==> src/rtl/mips_multicycle_core.sv <==
// mips_multicycle_core
//   Multi-cycle MIPS32 integer core. An FSM sequences a shared datapath
//   (register file, ALU, IR/A/B/ALUOut/MDR latches). Instruction fetches and
//   lw/sw accesses share one memory port with a req/ready handshake, so
//   memory of any latency can be attached.
//
//   Supported: add sub and or slt sll srl (R-type), addi, lw, sw, beq, j,
//   plus a halt opcode (HALT_OP). Any other opcode/funct retires as a NOP
//   and pulses illegal_op.
//
// Ports
//   clk, reset   rising-edge clock, synchronous active-high reset
//   mem_req      memory request valid
//   mem_we       1 = write (sw), 0 = read (fetch, lw)
//   mem_addr     word-aligned byte address
//   mem_wdata    store data
//   mem_rdata    read data, valid while mem_ready = 1
//   mem_ready    completes a request when high together with mem_req
//   halted       core sits in HALT
//   illegal_op   1-cycle pulse for an unsupported instruction
//   retire       1-cycle pulse per completed instruction
//   retire_pc    address of the retiring instruction
//   wb_en        register write this cycle (never for $0)
//   wb_reg       destination register
//   wb_data      value written
module mips_multicycle_core #(
  parameter int          ADDR_W   = 32,
  parameter logic [31:0] RESET_PC = 32'h0,
  parameter logic [5:0]  HALT_OP  = 6'h3F
) (
  input  logic              clk,
  input  logic              reset,
  output logic              mem_req,
  output logic              mem_we,
  output logic [ADDR_W-1:0] mem_addr,
  output logic [31:0]       mem_wdata,
  input  logic [31:0]       mem_rdata,
  input  logic              mem_ready,
  output logic              halted,
  output logic              illegal_op,
  output logic              retire,
  output logic [ADDR_W-1:0] retire_pc,
  output logic              wb_en,
  output logic [4:0]        wb_reg,
  output logic [31:0]       wb_data
);

  localparam logic [2:0] S_FETCH_WAIT0 = 3'd0;
  localparam logic [2:0] S_FETCH       = 3'd1;
  localparam logic [2:0] S_DECODE      = 3'd2;
  localparam logic [2:0] S_EXEC        = 3'd3;
  localparam logic [2:0] S_MEM         = 3'd4;
  localparam logic [2:0] S_WB          = 3'd5;
  localparam logic [2:0] S_HALT        = 3'd6;

  localparam logic [5:0] OP_RTYPE = 6'h00;
  localparam logic [5:0] OP_J     = 6'h02;
  localparam logic [5:0] OP_BEQ   = 6'h04;
  localparam logic [5:0] OP_ADDI  = 6'h08;
  localparam logic [5:0] OP_LW    = 6'h23;
  localparam logic [5:0] OP_SW    = 6'h2B;

  localparam logic [5:0] FN_SLL = 6'h00;
  localparam logic [5:0] FN_SRL = 6'h02;
  localparam logic [5:0] FN_ADD = 6'h20;
  localparam logic [5:0] FN_SUB = 6'h22;
  localparam logic [5:0] FN_AND = 6'h24;
  localparam logic [5:0] FN_OR  = 6'h25;
  localparam logic [5:0] FN_SLT = 6'h2A;

  logic [2:0]        state;
  logic [ADDR_W-1:0] pc;
  logic [ADDR_W-1:0] cur_pc;
  logic [31:0]       ir;
  logic [31:0]       a_reg;
  logic [31:0]       b_reg;
  logic [31:0]       alu_out;
  logic [31:0]       mdr;
  logic [31:0]       regs [32];

  // Instruction fields
  logic [5:0]  opcode;
  logic [4:0]  rs, rt, rd, shamt;
  logic [5:0]  funct;
  logic [15:0] imm;
  logic [31:0] sext_imm;

  assign opcode   = ir[31:26];
  assign rs       = ir[25:21];
  assign rt       = ir[20:16];
  assign rd       = ir[15:11];
  assign shamt    = ir[10:6];
  assign funct    = ir[5:0];
  assign imm      = ir[15:0];
  assign sext_imm = {{16{imm[15]}}, imm};

  logic [31:0] pc32;
  logic [31:0] jump32;
  logic [31:0] branch32;

  assign pc32     = 32'(pc);
  assign jump32   = {pc32[31:28], ir[25:0], 2'b00};
  assign branch32 = pc32 + {{14{imm[15]}}, imm, 2'b00};

  // Execute-stage decode and R-type ALU
  logic        is_rtype, is_beq, is_j, is_lw, is_sw, is_addi;
  logic        r_legal;
  logic        exec_illegal;
  logic [31:0] r_result;

  assign is_rtype = (opcode == OP_RTYPE);
  assign is_beq   = (opcode == OP_BEQ);
  assign is_j     = (opcode == OP_J);
  assign is_lw    = (opcode == OP_LW);
  assign is_sw    = (opcode == OP_SW);
  assign is_addi  = (opcode == OP_ADDI);

  always_comb begin
    r_result = '0;
    r_legal  = 1'b1;
    case (funct)
      FN_ADD:  r_result = a_reg + b_reg;
      FN_SUB:  r_result = a_reg - b_reg;
      FN_AND:  r_result = a_reg & b_reg;
      FN_OR:   r_result = a_reg | b_reg;
      FN_SLT:  r_result = ($signed(a_reg) < $signed(b_reg)) ? 32'd1 : 32'd0;
      FN_SLL:  r_result = b_reg << shamt;
      FN_SRL:  r_result = b_reg >> shamt;
      default: r_legal  = 1'b0;
    endcase
  end

  always_comb begin
    exec_illegal = 1'b0;
    if (is_rtype)
      exec_illegal = !r_legal;
    else if (!(is_addi || is_lw || is_sw || is_beq || is_j))
      exec_illegal = 1'b1;
  end

  // Write-back selection
  logic [4:0]  wb_dest;
  logic [31:0] wb_value;

  assign wb_dest  = is_rtype ? rd : rt;
  assign wb_value = is_lw ? mdr : alu_out;

  always_ff @(posedge clk) begin
    if (reset) begin
      state   <= S_FETCH_WAIT0;
      pc      <= RESET_PC[ADDR_W-1:0];
      cur_pc  <= '0;
      ir      <= '0;
      a_reg   <= '0;
      b_reg   <= '0;
      alu_out <= '0;
      mdr     <= '0;
      for (int unsigned i = 0; i < 32; i++) regs[i] <= '0;
    end else begin
      case (state)
        S_FETCH_WAIT0: state <= S_FETCH;
        S_FETCH: begin
          if (mem_ready) begin
            ir     <= mem_rdata;
            cur_pc <= pc;
            pc     <= pc + ADDR_W'(4);
            state  <= S_DECODE;
          end
        end
        S_DECODE: begin
          a_reg   <= regs[rs];
          b_reg   <= regs[rt];
          alu_out <= branch32;
          state   <= (opcode == HALT_OP) ? S_HALT : S_EXEC;
        end
        S_EXEC: begin
          state <= S_FETCH;
          if (is_rtype) begin
            if (r_legal) begin
              alu_out <= r_result;
              state   <= S_WB;
            end
          end else if (is_addi) begin
            alu_out <= a_reg + sext_imm;
            state   <= S_WB;
          end else if (is_lw || is_sw) begin
            alu_out <= a_reg + sext_imm;
            state   <= S_MEM;
          end else if (is_beq) begin
            // alu_out still holds the branch target computed in DECODE
            if (a_reg == b_reg) pc <= alu_out[ADDR_W-1:0];
          end else if (is_j) begin
            pc <= jump32[ADDR_W-1:0];
          end
        end
        S_MEM: begin
          if (mem_ready) begin
            if (is_lw) begin
              mdr   <= mem_rdata;
              state <= S_WB;
            end else begin
              state <= S_FETCH;
            end
          end
        end
        S_WB: begin
          if (wb_dest != 5'd0) regs[wb_dest] <= wb_value;
          state <= S_FETCH;
        end
        S_HALT:  state <= S_HALT;
        default: state <= S_FETCH_WAIT0;
      endcase
    end
  end

  // Outputs are forced quiet while reset is high so nothing leaks out in the
  // cycle before the reset edge takes effect.
  logic active;
  logic in_mem;
  assign active = !reset;
  assign in_mem = (state == S_MEM);

  always_comb begin
    mem_req    = active && ((state == S_FETCH) || in_mem);
    mem_we     = active && in_mem && is_sw;
    mem_wdata  = (active && in_mem && is_sw) ? b_reg : '0;
    if (!active)
      mem_addr = RESET_PC[ADDR_W-1:0];
    else if (in_mem)
      mem_addr = {alu_out[ADDR_W-1:2], 2'b00};
    else
      mem_addr = {pc[ADDR_W-1:2], 2'b00};

    halted     = active && (state == S_HALT);
    illegal_op = active && (state == S_EXEC) && exec_illegal;
    retire     = active && ((state == S_WB)
               || ((state == S_EXEC) && (is_beq || is_j || exec_illegal))
               || (in_mem && is_sw && mem_ready)
               || ((state == S_DECODE) && (opcode == HALT_OP)));
    retire_pc  = active ? cur_pc : '0;

    wb_en      = active && (state == S_WB) && (wb_dest != 5'd0);
    wb_reg     = (active && (state == S_WB)) ? wb_dest : '0;
    wb_data    = (active && (state == S_WB)) ? wb_value : '0;
  end

endmodule

==> config.mk <==
export PLATFORM = sky130hd
export DESIGN_NAME = mips_multicycle_core
export DESIGN_NICKNAME = d
export VERILOG_FILES = /design/src/rtl/mips_multicycle_core.sv
export SDC_FILE = /design/constraint.sdc
export NUM_CORES = 2
export LEC_CHECK = 0
export CAP_MARGIN = 10
export CORE_MARGIN = 2
export CORE_UTILIZATION = 60
export DETAILED_ROUTE_END_ITERATION = 8
export MAX_ROUTING_LAYER = met4
export PLACE_DENSITY = 0.78
export SLEW_MARGIN = 20
export SYNTH_ARGS = -nofsm -noshare
export SYNTH_HDL_FRONTEND = slang
export SYNTH_SLANG_ARGS = --single-unit
==> constraint.sdc <==
create_clock -name clk -period 4.75 [get_ports clk]
set_input_delay 0.95 -clock clk [delete_from_list [all_inputs] [get_ports clk]]
set_output_delay 0.95 -clock clk [all_outputs]
set_load 0.02 [all_outputs]
### Word level (Yosys, flattened, before mapping)

Memories as Yosys holds them, arrays and structs flattened. A register that Yosys moved wholly into a read port is not among the register bits.
Cells that the tools add are included.

| storage, ports and cells | value |
|---|---|
| bits in registers | 163 |
| bits in writable memories | 1024 |
| input bits | 35 |
| output and inout bits | 139 |
| memories kept | 1 |

| cells by class | value |
|---|---|
| $add $sub $neg | 5 |
| magnitude comparators | 1 |
| equality and inequality tests | 30 |
| shifts and indexed selects | 2 |
| multiplexer cells | 44 |
| bitwise gates (word level) | 2 |
| reduce and logical (&&, ||, !) cells | 41 |

Memory list:

| memory | words | bits a word | read ports | clocked after Yosys merged registers in | wr ports | line | source |
|---|---|---|---|---|---|---|---|
| regs | 32 | 32 | 2 | 2 | 32 | 79 | `logic [31:0] regs [32];` |

Operator list:

| kind | number |
|---|---|
| $mux W32 | 17 |
| $pmux W32 S7 | 1 |
| $pmux W32 S2 | 2 |
| $add A32 B32 Y32 | 3 |
| $eq A6 B6 Y1 const B | 8 |
| $add A32 B3 Y32 const B | 1 |
| $and A32 B32 Y32 | 1 |
| $eq A32 B32 Y1 | 1 |
| $lt A32 B32 Y1 | 1 |
| $or A32 B32 Y32 | 1 |
| $reduce_or A32 Y1 | 1 |
| $shl A32 B5 Y32 | 1 |
| $shr A32 B5 Y32 | 1 |
| $sub A32 B32 Y32 | 1 |
| $mux W28 | 1 |
| $mux W3 | 8 |
| $pmux W3 S6 | 1 |
| $mux W5 | 3 |
| $ne A2 B2 Y1 const B | 7 |
| $reduce_and A7 Y1 | 2 |
| $logic_and A1 B1 Y1 | 13 |
| $eq A6 B2 Y1 const B | 2 |
| $logic_not A6 Y1 | 2 |
| $logic_or A1 B1 Y1 | 11 |
| 16 further kinds | 35 |

### Logic depth before layout (Yosys ltp)

| logic depth | value |
|---|---|
| depth after elaboration | 13 |
| gate-level depth with buffers | 15 |
| depth with buffers taken out | 13 |

### Worst setup path after synthesis

No wires, ideal clock.

| timing | value |
|---|---|
| path type | input to register |
| from | input reset |
| to | memory regs[14][0] (enable) |
| setup time | 0.394 ns |
| data arrival time | 3.139 ns |
| slack | 1.217 ns |
| stages on the path | 8 |
| buffers on the path | 2 |
| path through | clkbuf_1 -> nor2_1 -> nand3_1 -> a21oi_1 -> and2_1 -> clkbuf_1 -> nand2_1 -> nand2b_1 |

RTL lines:

| item | line | source |
|---|---|---|
| from (decl) | 32 | `input logic reset,` |
| to (decl) | 79 |  |

### Worst setup path in the final report

| timing | value |
|---|---|
| from | register state[2] |
| to | output mem_wdata[7] |

| on the way | value |
|---|---|
| longest elaborated chain between the ends | 4 |

Ends and longest elaborated chain:

| item | line | source |
|---|---|---|
| from (decl) | 71 | `logic [2:0] state;` |
| from (signal assigned) | 174 | `state <= (opcode == HALT_OP) ? S_HALT : S_EXEC;` |
| $eq A3 B3 Y1 | 221 | `assign in_mem = (state == S_MEM);` |
| $logic_and A1 B1 Y1 (2 in series) | 226 | `mem_wdata = (active && in_mem && is_sw) ? b_reg : '0;` |
| $mux W32 | 226 |  |
| to (decl) | 36 | `output logic [31:0] mem_wdata,` |

Every way passes these cells.

==> flow_summary.toml <==
[route]
ant_nets = 0
vias = 62475
routed_wl_um = 316000
wl_met1_um = 96400
first_pass_iters = 7
drtIter0Drc = 12070
met3_length_um = 49900
top_layer = "met4"
wl_met2_um = 138000
wl_per_cell_um = 38.7
drc_errors = 0
viasPerCell = 7.65

[critical_path]
ff2ff_path_depth = 11
critPathMaxFanout = 25
arrival_ns = 3.74
r2r-start = "ir[7]$_SDFFE_PP0P_"
cp.buffers_inverters = 1
cpMaxStageDelayCell = "nor4_1"
cp_top_family = "simple AND/OR/NAND/NOR gates"
r2r-end = "alu_out[20]$_SDFFE_PP0P_"
worst-setup-path-type = "reg2out"
reg2reg_setup_slack_ns = 0.17
worst_path_largest_cell_delay_ns = 0.85
crit_path_start_kind = "flop"
required_ns = 3.80
crit_path_end_kind = "output port"
crit_chain = "nand2b_1, nand2b_4, nor4_1, clkdlybuf4s50_1"

[clock_tree]
cts.sinks = 1251
root_buffer = "clkbuf_16"
cts_buffers = 134
h-tree-depth = 4
cts_tree = "done"
clkTransAtPathRegs_ns = 0.06
clk_path_buf_depth = 3
insertion_delay_ns = 0.82

[status]
status = "finished clean"

[worst_hold_path]
hp-class = "reg2reg"
min_to = "cur_pc[14]$_SDFFE_PP0P_"
hold_path_depth = 2
worstHoldStart = "cur_pc[14]$_SDFFE_PP0P_"

[yosys]
synth_flop_cell = "edfxtp_1"
synth_cell_type_count = 96
synth_top_area_frac = 0.416
synth_area_leaders = "edfxtp_1 42%, mux4_2 20%, nor2_1 6.8%, dfxtp_1 6.2%, ha_1 2.9%"
async_flop_share = 0
syn_inst = 6325
yosys.area.top_type = "edfxtp_1"
synth.avg_cell_area_um2 = 11.7
synth_seq_cells = 1251
ys_seq_area_frac = 0.478
synth_edf_count = 1024
yosys_warnings = 0
synth_area_mm2 = 0.0738

[timing]
rsz0062_at_grt = "false"
tightest_slew_ns = 1.22
period_needed_ns = 4.69
clock_skew_ns = 0.0382
hold_viol_final = 0
slew_viol_final = 0
fin_crit_sh = 0.986
timing.fmax_mhz = 213
setup_viol = 0
fin_tns_setup_ns = 0
slew_headroom = 0.180

[placed_design]
port_buffers = 171
dp_hpwl_um = 202000
finalWeightedCongestion = 1.06

[floorplan]
pin_count = 174
die_y_um = 355
core_area_mm2 = 0.122
start_util = 0.606
die_w_um = 355
rows = 128
die_area_mm2 = 0.126

[power_and_ir_drop]
peakVddDrop_uv = 428
power.static_leakage_uw = 0.0273
power_density_mw_per_mm2 = 338
p_total_uw = 28200

[final_layout]
layout-area-overhead-vs-synth_pct = 13.3
regMostFlops = "regs"
largest_register_ffs = 1024
layout_common_cells = "1326 x nor2_1, 1024 x edfxtp_1, 672 x mux4_2, 511 x nand2_1, 353 x a21oi_1"
layout-drive-gt1-share = 0.213
layout.nets = 6639
final_common_cell = "nor2_1"

[global_route]
grt_pass1_wl_um = 444000
grt_pass1_vias = 61160
grt_overflow = 0
grt_max_degree = 138
antenna_found_initial = 17
track_usage = 0.517

[flow_run]
cap_violations = 0
[kinds of logic after synthesis]
family,Yosys count,share of synthesized area
and+or+nand+nor,2249,0.127
DFF,1251,0.478
AOI/OAI and AO/OA,1017,0.0896
muxes,853,0.230
buffers and inverters,713,0.0378
adders and majority gates,178,0.0306
xor gates and xnor gates,63,0.00747
other,1,0.0000508
[report_power, final]
group          switching [uW]  internal, uW  leakage (uW)
registers                 488         12200        0.0124
clock network            4730          5970       0.00211
logic                    3090          1730        0.0128
[cell type report]
type                    count  area [um^2]
diodes                     16         40.0
multi-input cells        4394        36500
inverters                 117          439
clock inverters            61          688
fillers                  8261        38200
well taps                1625         2030
clock buffers             179         3640
flip-flops and latches   1251        35300
repair buffers            528         4970
[per-stage QoR]
stage | worst slack (ns) | cells | util | cell area (um^2) | hold WS (ns)
6_report | 0.0648 | 8171 | 0.686 | 83600 | 0.452
5_1_grt | 0.0664 | 8168 | 0.686 | 83600 | 0.472
4_1_cts | 0.0128 | 8150 | 0.686 | 83600 | 0.453
3_5_place_dp | 0.354 | 7910 | 0.650 | 79200 | 0.445
3_3_place_gp | -0.145 | 7910 | 0.650 | 79200 | 0.440
2_1_floorplan | 1.22 | 6358 | - | 74000 | 0.432
[synth_stat cells, types with 21 or more instances]
cell type and count:
dfxtp_1 227, ha_1 174, nand2b_1 55, a221oi_1 25, nor2_1 1330, mux2i_1 169
buf_2 42, a21oi_1 354, clkbuf_1 475, nand2_1 534, nand3_1 56, nor4_1 48
o21ai_0 165, a21o_1 39, a211oi_1 118, o211ai_1 40, buf_1 68, edfxtp_1 1024
o21bai_1 22, inv_1 116, xnor2_1 46, nor2b_1 57, o31ai_1 21, mux4_2 672
nor3_1 54, a31oi_1 27
[worst register-to-register path, stage by stage, from the launching register on]
cell,delay (ns)
dfxtp_4,0.68
ha_1,0.45
a21o_1,0.21
or3_1,0.30
o32ai_1,0.27
o31ai_1,0.27
a31o_2,0.33
a311oi_1,0.46
xor2_1,0.32
o21ai_0,0.34
a31oi_1,0.71
nor4_1,0.09
[per-layer routing]
| metal | up-vias | global-route usage |
|---|---|---|
| li1 | 23948 | - |
| met1 | 29784 | 0.593 |
| met2 | 6730 | 0.736 |
| met3 | 2013 | 0.189 |
| met4 | 0 | 0.404 |
| met5 | - | - |
[how the worst max path moves through the flow]
stage	from	endpoint	cells after the start
after global placement	reset	wb_en	6
after global routing	state[1]$_SDFFE_PP0P_	mem_addr[12]	7
after CTS	ir[31]$_SDFFE_PP0P_	wb_en	8
final	state[2]$_SDFFE_PP0P_	mem_wdata[7]	4
after floorplan	reset	regs[14][0]$_SDFFCE_PN0P_	8
after detailed placement	state[2]$_SDFFE_PP0P_	mem_wdata[6]	5
[timing repair]
| action | in CTS | in global routing |
|---|---|---|
| pin swaps | 0 | 2 |
| hold endpoints to repair | 0 | 0 |
| hold buffers | 0 | 0 |
| setup buffers | 0 | 5 |
| setup endpoints to repair | 36 | 1 |
| resized for setup | 7 | 3 |
Note: power is estimated with default switching activity, not from simulation.
